`config.mk`:
```
export PLATFORM = sky130hd
export DESIGN_NAME = cordic_loop_flat
export DESIGN_NICKNAME = d
export VERILOG_FILES = /design/src/rtl/cordic_pkg.sv /design/src/rtl/cordic_loop_if.sv /design/src/rtl/cordic_atan_rom.sv /design/src/rtl/cordic_loop.sv /design/src/flat_wrapper.sv
export SDC_FILE = /design/constraint.sdc
export NUM_CORES = 1
export LEC_CHECK = 0
export BUFFER_PORTS_ARGS = -buffer_cell sky130_fd_sc_hd__buf_2
export CAP_MARGIN = 20
export CORE_UTILIZATION = 35
export CTS_BUF_LIST = sky130_fd_sc_hd__clkbuf_4 sky130_fd_sc_hd__clkbuf_8 sky130_fd_sc_hd__clkbuf_16
export DETAILED_ROUTE_END_ITERATION = 16
export PLACE_DENSITY = 0.53
export SYNTH_ARGS = -nofsm -noshare
export SYNTH_HDL_FRONTEND = slang
export SYNTH_HIERARCHICAL = 1
export SYNTH_SLANG_ARGS = --single-unit
```
`constraint.sdc`:
```
create_clock -name clk -period 8.6 [get_ports clk]
set_clock_uncertainty 0.15 [all_clocks]
set_input_delay 0.86 -clock clk [delete_from_list [all_inputs] [get_ports clk]]
set_output_delay 0.86 -clock clk [all_outputs]
set_load 0.05 [all_outputs]
```
`src/rtl/cordic_pkg.sv`:
```
// Shared Q2.14 CORDIC constants: format, gain preload, pi/2 bound, arctangent table, FSM states.
// Also used by the sin/cos controller and the range-reduction stage.
package cordic_pkg;

   localparam int unsigned CORDIC_WIDTH = 16;
   localparam int unsigned CORDIC_FRAC  = 14;
   localparam int          K_INIT_Q     = 9949;
   localparam int          PI_HALF_Q    = 25736;

   localparam int unsigned ATAN_LEN = 14;
   // atan(2^-i) in Q2.14 for i = 0..13
   localparam logic [15:0] ATAN_TABLE [ATAN_LEN] = '{
      16'd12868, 16'd7596, 16'd4014, 16'd2037, 16'd1023, 16'd512, 16'd256,
      16'd128,   16'd64,   16'd32,   16'd16,   16'd8,    16'd4,   16'd2
   };

   typedef enum logic [0:0] {
      IDLE,
      ITERATE
   } cordic_state_e;

endpackage

```
`src/rtl/cordic_loop_if.sv`:
```
// Controller <-> CORDIC loop handshake and result bus.
interface cordic_loop_if #(
   parameter int unsigned WIDTH = 16
);
   logic                    startLoop;
   logic signed [WIDTH-1:0] angle_in;
   logic signed [WIDTH-1:0] cos_out;
   logic signed [WIDTH-1:0] sin_out;
   logic                    doneLoop;
   logic                    busy;
   logic                    range_err;

   modport master (
      output startLoop, angle_in,
      input  cos_out, sin_out, doneLoop, busy, range_err
   );

   modport slave (
      input  startLoop, angle_in,
      output cos_out, sin_out, doneLoop, busy, range_err
   );
endinterface

```
`src/rtl/cordic_atan_rom.sv`:
```
// Combinational index -> atan(2^-i) lookup in Q2.14; zero past the end of the table.
module cordic_atan_rom
   import cordic_pkg::*;
#(
   parameter int unsigned WIDTH = CORDIC_WIDTH,
   parameter int unsigned IdxW  = 4
) (
   input  logic [IdxW-1:0]         idx_i,
   output logic signed [WIDTH-1:0] atan_o
);

   always_comb begin
      atan_o = '0;
      if (int'(idx_i) < int'(ATAN_LEN)) begin
         atan_o = $signed(WIDTH'(ATAN_TABLE[idx_i]));
      end
   end

endmodule

```
`src/rtl/cordic_loop.sv`:
```
// Iterative CORDIC rotation: one shift-add micro-rotation per clock, ITER cycles per job.
// Produces Q2.14 cos/sin of the loaded angle and flags angles beyond +/- pi/2.
module cordic_loop
   import cordic_pkg::*;
#(
   parameter int unsigned WIDTH  = CORDIC_WIDTH,
   parameter int unsigned ITER   = 14,
   parameter int          K_INIT = K_INIT_Q
) (
   input logic          clk,
   input logic          start_restart,
   cordic_loop_if.slave bus
);

   localparam int unsigned IdxW = $clog2(WIDTH);
   localparam logic signed [WIDTH-1:0] PiHalfPos = WIDTH'(PI_HALF_Q);
   localparam logic signed [WIDTH-1:0] PiHalfNeg = WIDTH'(-PI_HALF_Q);

   cordic_state_e           state_q, state_d;
   logic signed [WIDTH-1:0] x_q, x_d, y_q, y_d, z_q, z_d;
   logic signed [WIDTH-1:0] cos_q, cos_d, sin_q, sin_d;
   logic [IdxW-1:0]         idx_q, idx_d;
   logic                    done_q, done_d, busy_q, busy_d;
   logic                    rerr_q, rerr_d, rflag_q, rflag_d;

   logic signed [WIDTH-1:0] atan_val, x_sh, y_sh, x_rot, y_rot, z_rot;
   logic                    out_of_range;

   cordic_atan_rom #(
      .WIDTH (WIDTH),
      .IdxW  (IdxW)
   ) u_atan_rom (
      .idx_i  (idx_q),
      .atan_o (atan_val)
   );

   // Rotation direction follows the sign of the residual angle (d = -1 when z < 0).
   always_comb begin
      x_sh  = x_q >>> idx_q;
      y_sh  = y_q >>> idx_q;
      x_rot = z_q[WIDTH-1] ? (x_q + y_sh) : (x_q - y_sh);
      y_rot = z_q[WIDTH-1] ? (y_q - x_sh) : (y_q + x_sh);
      z_rot = z_q[WIDTH-1] ? (z_q + atan_val) : (z_q - atan_val);
      out_of_range = (bus.angle_in > PiHalfPos) || (bus.angle_in < PiHalfNeg);
   end

   always_comb begin
      state_d = state_q;
      x_d     = x_q;
      y_d     = y_q;
      z_d     = z_q;
      idx_d   = idx_q;
      cos_d   = cos_q;
      sin_d   = sin_q;
      done_d  = 1'b0;
      busy_d  = busy_q;
      rerr_d  = rerr_q;
      rflag_d = rflag_q;
      unique case (state_q)
         IDLE: begin
            if (bus.startLoop) begin
               x_d     = WIDTH'(K_INIT);
               y_d     = '0;
               z_d     = bus.angle_in;
               idx_d   = '0;
               busy_d  = 1'b1;
               rerr_d  = 1'b0;
               rflag_d = out_of_range;
               state_d = ITERATE;
            end
         end
         ITERATE: begin
            x_d   = x_rot;
            y_d   = y_rot;
            z_d   = z_rot;
            idx_d = idx_q + 1'b1;
            if (idx_q == IdxW'(ITER - 1)) begin
               cos_d   = x_rot;
               sin_d   = y_rot;
               done_d  = 1'b1;
               busy_d  = 1'b0;
               rerr_d  = rflag_q;
               idx_d   = '0;
               state_d = IDLE;
            end
         end
         default: state_d = IDLE;
      endcase
   end

   always_ff @(posedge clk) begin
      if (start_restart) begin
         state_q <= IDLE;
         x_q     <= '0;
         y_q     <= '0;
         z_q     <= '0;
         idx_q   <= '0;
         cos_q   <= '0;
         sin_q   <= '0;
         done_q  <= 1'b0;
         busy_q  <= 1'b0;
         rerr_q  <= 1'b0;
         rflag_q <= 1'b0;
      end else begin
         state_q <= state_d;
         x_q     <= x_d;
         y_q     <= y_d;
         z_q     <= z_d;
         idx_q   <= idx_d;
         cos_q   <= cos_d;
         sin_q   <= sin_d;
         done_q  <= done_d;
         busy_q  <= busy_d;
         rerr_q  <= rerr_d;
         rflag_q <= rflag_d;
      end
   end

   assign bus.cos_out   = cos_q;
   assign bus.sin_out   = sin_q;
   assign bus.doneLoop  = done_q;
   assign bus.busy      = busy_q;
   assign bus.range_err = rerr_q;

endmodule

```
`src/flat_wrapper.sv`:
```
// flat-port wrapper written by rule: the top's interface ports become plain ports
module cordic_loop_flat import cordic_pkg::*;
#(
   parameter int unsigned WIDTH  = CORDIC_WIDTH,
   parameter int unsigned ITER   = 14,
   parameter int          K_INIT = K_INIT_Q
)
  (clk, start_restart, bus_startLoop, bus_angle_in, bus_cos_out, bus_sin_out, bus_doneLoop, bus_busy, bus_range_err);
  cordic_loop_if #(.WIDTH(WIDTH)) bus_i ();
  input logic clk;
  input logic start_restart;
  input wire logic [$bits(bus_i.startLoop)-1:0] bus_startLoop;
  input wire logic [$bits(bus_i.angle_in)-1:0] bus_angle_in;
  output wire logic [$bits(bus_i.cos_out)-1:0] bus_cos_out;
  output wire logic [$bits(bus_i.sin_out)-1:0] bus_sin_out;
  output wire logic [$bits(bus_i.doneLoop)-1:0] bus_doneLoop;
  output wire logic [$bits(bus_i.busy)-1:0] bus_busy;
  output wire logic [$bits(bus_i.range_err)-1:0] bus_range_err;
  assign bus_i.startLoop = bus_startLoop;
  assign bus_i.angle_in = bus_angle_in;
  assign bus_cos_out = bus_i.cos_out;
  assign bus_sin_out = bus_i.sin_out;
  assign bus_doneLoop = bus_i.doneLoop;
  assign bus_busy = bus_i.busy;
  assign bus_range_err = bus_i.range_err;
  cordic_loop #(.WIDTH(WIDTH), .ITER(ITER), .K_INIT(K_INIT)) u_core (.clk(clk), .start_restart(start_restart), .bus(bus_i));
endmodule
```
==> flow_summary.yaml <==
cts:
  htree_levels: 3
  clock_latency_ns: 0.36
  clkTransAtPathRegs_ns: 0.07
  cts_buffers: 9
  postCtsHoldBufs: 0
  cts_buffer_depth: 2
  root_buffer: "clkbuf_16"
  cts_sinks: 89
  postCtsSetupBuffers: 0
  cts_tree: "built"
  cts_resized: 0
die:
  initial_utilization: 0.358
  dieArea_sq_um: 24700
  core_sq_um: 23500
  pin_count: 54
  die_w_um: 157
  dieHeight_um: 157
  core.rowCount: 56
route:
  dr.pass1.iters: 5
  drcViolationCount: 0
  wl_per_cell_um: 18.2
  num_vias: 7894
  via_per_inst: 5.67
  wirelength_mm: 25.4
  drtIter0Drc: 616
  antenna_left: 0
synth:
  synth_xor_area_frac: 0.0758
  synth_compound_area_frac: 0.245
  syn-instance-count: 1060
  async_reset_ff_frac: 0
  synth_fa_ha_area_frac: 0.0947
  synth.most_common_cell: "nor2_1"
  synth_top_family_by_area: "compound AO/OA/AOI/OAI gates"
  synthTopCellsByArea: "dfxtp_1, ha_1, mux4_2"
  synth.cell_area_sq_um: 8430
  synth-simple-area-share: 0.204
  synth_edf_count: 0
  synth_top_area_cell: "dfxtp_1"
  synth-seq-cells: 89
  yosysTopAreaCellShare: 0.211
  yosysWarnings: 6
  syn_area_per_cell_sq_um: 7.95
  synthTopCellsByCount: "nor2_1, nand2_1, dfxtp_1"
  yosysUniqueCellTypes: 83
  synthFlopType: "dfxtp_1"
  synthMuxAreaShare: 0.114
  yosysSeqAreaShare: 0.211
cells_and_area:
  syn_to_final_growth_pct: 8.80
  nNetsFinal: 1150
  n_fill_cell: 2501
  diodes: 0
  drive_above_1_share: 0.137
  post-route-cell-area_sq_um: 9170
sta:
  tightestPinTransition_ns: 0.903
  finalCriticalPeriod_ns: 5.69
  relSlewSlack: 0.396
  final_hold_viol_count: 0
  finalCritPeriodShare: 0.661
  tns_ns: 0
  setup_viol: 0
  fmax_mhz: 176
  maxSlewViolCount: 0
  rsz0062_at_grt: "no"
run_status:
  status: "finished, final reports clean"
global_route:
  grt_max_degree: 64
  grt_pass1_vias: 7475
  grt_pass1_wl_mm: 40.8
  overflow: 0
  antenna_found_initial: 0
  grt_usage: 0.211
placement:
  place_area_sq_um: 8870
  io_buffer_count: 53
  dp_hpwl_mm: 18.5
  place_congestion: 0.898
worst_hold_path:
  hp-class: "reg -> reg"
  hold_depth: 2
pwr:
  power_density_nw_per_um2: 309
  p_leak_nw: 3.68
  vdd_drop_max_mv: 0.148
critical_path:
  reg2regPathDepth: 16
  cp_data_required_time_ns: 8.66
  crit_arrival_ns: 5.75
  crit_type: "reg -> reg"
  end_kind: "register"
  startpoint_type: "register"
  crit_fanout: 31
job:
  max_cap_violations: 0
-- metrics by stage --
step | hold slack [ns] | setup WS, ns | power (mW) | utilization | std cells
finish | 0.302 | 2.91 | 2.84 | 0.390 | 1393
floorplan | 0.322 | 3.94 | 1.97 | - | 1061
global placement | 0.291 | 3.07 | 2.40 | 0.377 | 1377
detailed placement | 0.294 | 2.94 | 2.39 | 0.377 | 1377
CTS | 0.304 | 2.93 | 2.83 | 0.390 | 1393
global route | 0.321 | 2.44 | 3.06 | 0.390 | 1393
-- sequential cells by signal, summed over array words and instances (netlist names) --
| register | cells |
|---|---|
| u_core/bus.cos_out | 16 |
| u_core/bus.sin_out | 16 |
| u_core/x_q | 16 |
| u_core/y_q | 16 |
| u_core/z_q | 16 |
| u_core/idx_q | 4 |
| u_core/bus.busy | 1 |
| u_core/bus.doneLoop | 1 |
| u_core/bus.range_err | 1 |
| u_core/rflag_q | 1 |
| u_core/state_q | 1 |
-- cells by family after synthesis --
group                      Yosys count
buffers and inverters              102
and+or+nand+nor                    364
other                                1
adders and majority gates           62
xor gates and xnor gates            73
DFF                                 89
AOI/OAI and AO/OA                  305
muxes                               64
-- critical path, stage by stage, from the launching register on --
cell,delay (ns)
dfxtp_2,0.76
buf_4,0.49
mux2_4,0.35
mux2_2,0.26
mux4_2,0.51
nor3b_2,0.26
nand3_1,0.21
o31ai_1,0.34
xnor2_1,0.12
ha_1,0.34
a21oi_1,0.30
o21bai_1,0.16
nor3_1,0.13
or3b_2,0.50
a41oi_1,0.36
xor2_1,0.21
a211oi_2,0.08
-- area by class of cell --
class                      count  area, sq um  area share
tap                          319          399      0.0435
multi-input combinational    870         6190       0.675
sequential                    89         1790       0.195
clock inverter                 6         73.8     0.00805
clock buffer                  10          233      0.0254
inverter                      33          124      0.0135
timing repair buffer          66          365      0.0398
-- layout by cell type, fill, tap and decap left out, types with 5 or more instances in the layout --
| cell type | synthesis | layout |
|---|---|---|
| nor2b_1 | 26 | 26 |
| nand2b_1 | 19 | 19 |
| o21ai_0 | 33 | 33 |
| a21o_1 | 16 | 16 |
| o211ai_1 | 19 | 19 |
| a31oi_1 | 13 | 13 |
| a211oi_1 | 37 | 37 |
| inv_1 | 31 | 31 |
| o21a_1 | 11 | 11 |
| and3_1 | 5 | 5 |
| buf_2 | 6 | 52 |
| xor2_1 | 36 | 36 |
| nand2_1 | 91 | 90 |
| buf_4 | 5 | 14 |
| o21ai_1 | 5 | 5 |
| ha_1 | 59 | 59 |
| a22oi_1 | 15 | 15 |
| xnor2_1 | 37 | 37 |
| clkbuf_16 | 0 | 9 |
| nor3b_1 | 8 | 8 |
| o22ai_1 | 5 | 5 |
| a21oi_1 | 88 | 88 |
| nand3_1 | 27 | 27 |
| and2_1 | 7 | 7 |
| dfxtp_1 | 89 | 84 |
| o31a_1 | 6 | 6 |
| or2_2 | 6 | 6 |
| mux2_2 | 15 | 15 |
| nor2_1 | 116 | 116 |
| nor3_1 | 31 | 31 |
| mux4_2 | 23 | 23 |
| mux2i_1 | 22 | 22 |
| o211a_1 | 5 | 5 |
| nand3b_1 | 5 | 5 |
| dfxtp_2 | 0 | 5 |
| or3_1 | 9 | 9 |
-- final timing paths --
kind              slack [ns]                   from                endpoint
hold / removal          0.30  u_core/bus.sin_out[7]   u_core/bus.sin_out[7]
hold reg to reg         0.30  u_core/bus.sin_out[7]   u_core/bus.sin_out[7]
setup / recovery        2.91        u_core/idx_q[1]  u_core/bus.sin_out[15]
setup reg to reg        2.91        u_core/idx_q[1]  u_core/bus.sin_out[15]
-- where the power goes --
part	switching (mW)	total [mW]	internal, mW
Clock	0.193	0.426	0.233
Combinational	1.05	1.82	0.773
Sequential	0.120	0.593	0.473
Total	1.36	2.84	1.48
-- metal layers --
metal	track usage	share of wire	vias to the layer above
li1	-	-	3890
met1	0.286	0.47	3785
met2	0.350	0.47	186
met3	0.0229	0.036	33
met4	0.0638	0.019	0
met5	0	0	-
(Power assumes the default switching activity.)
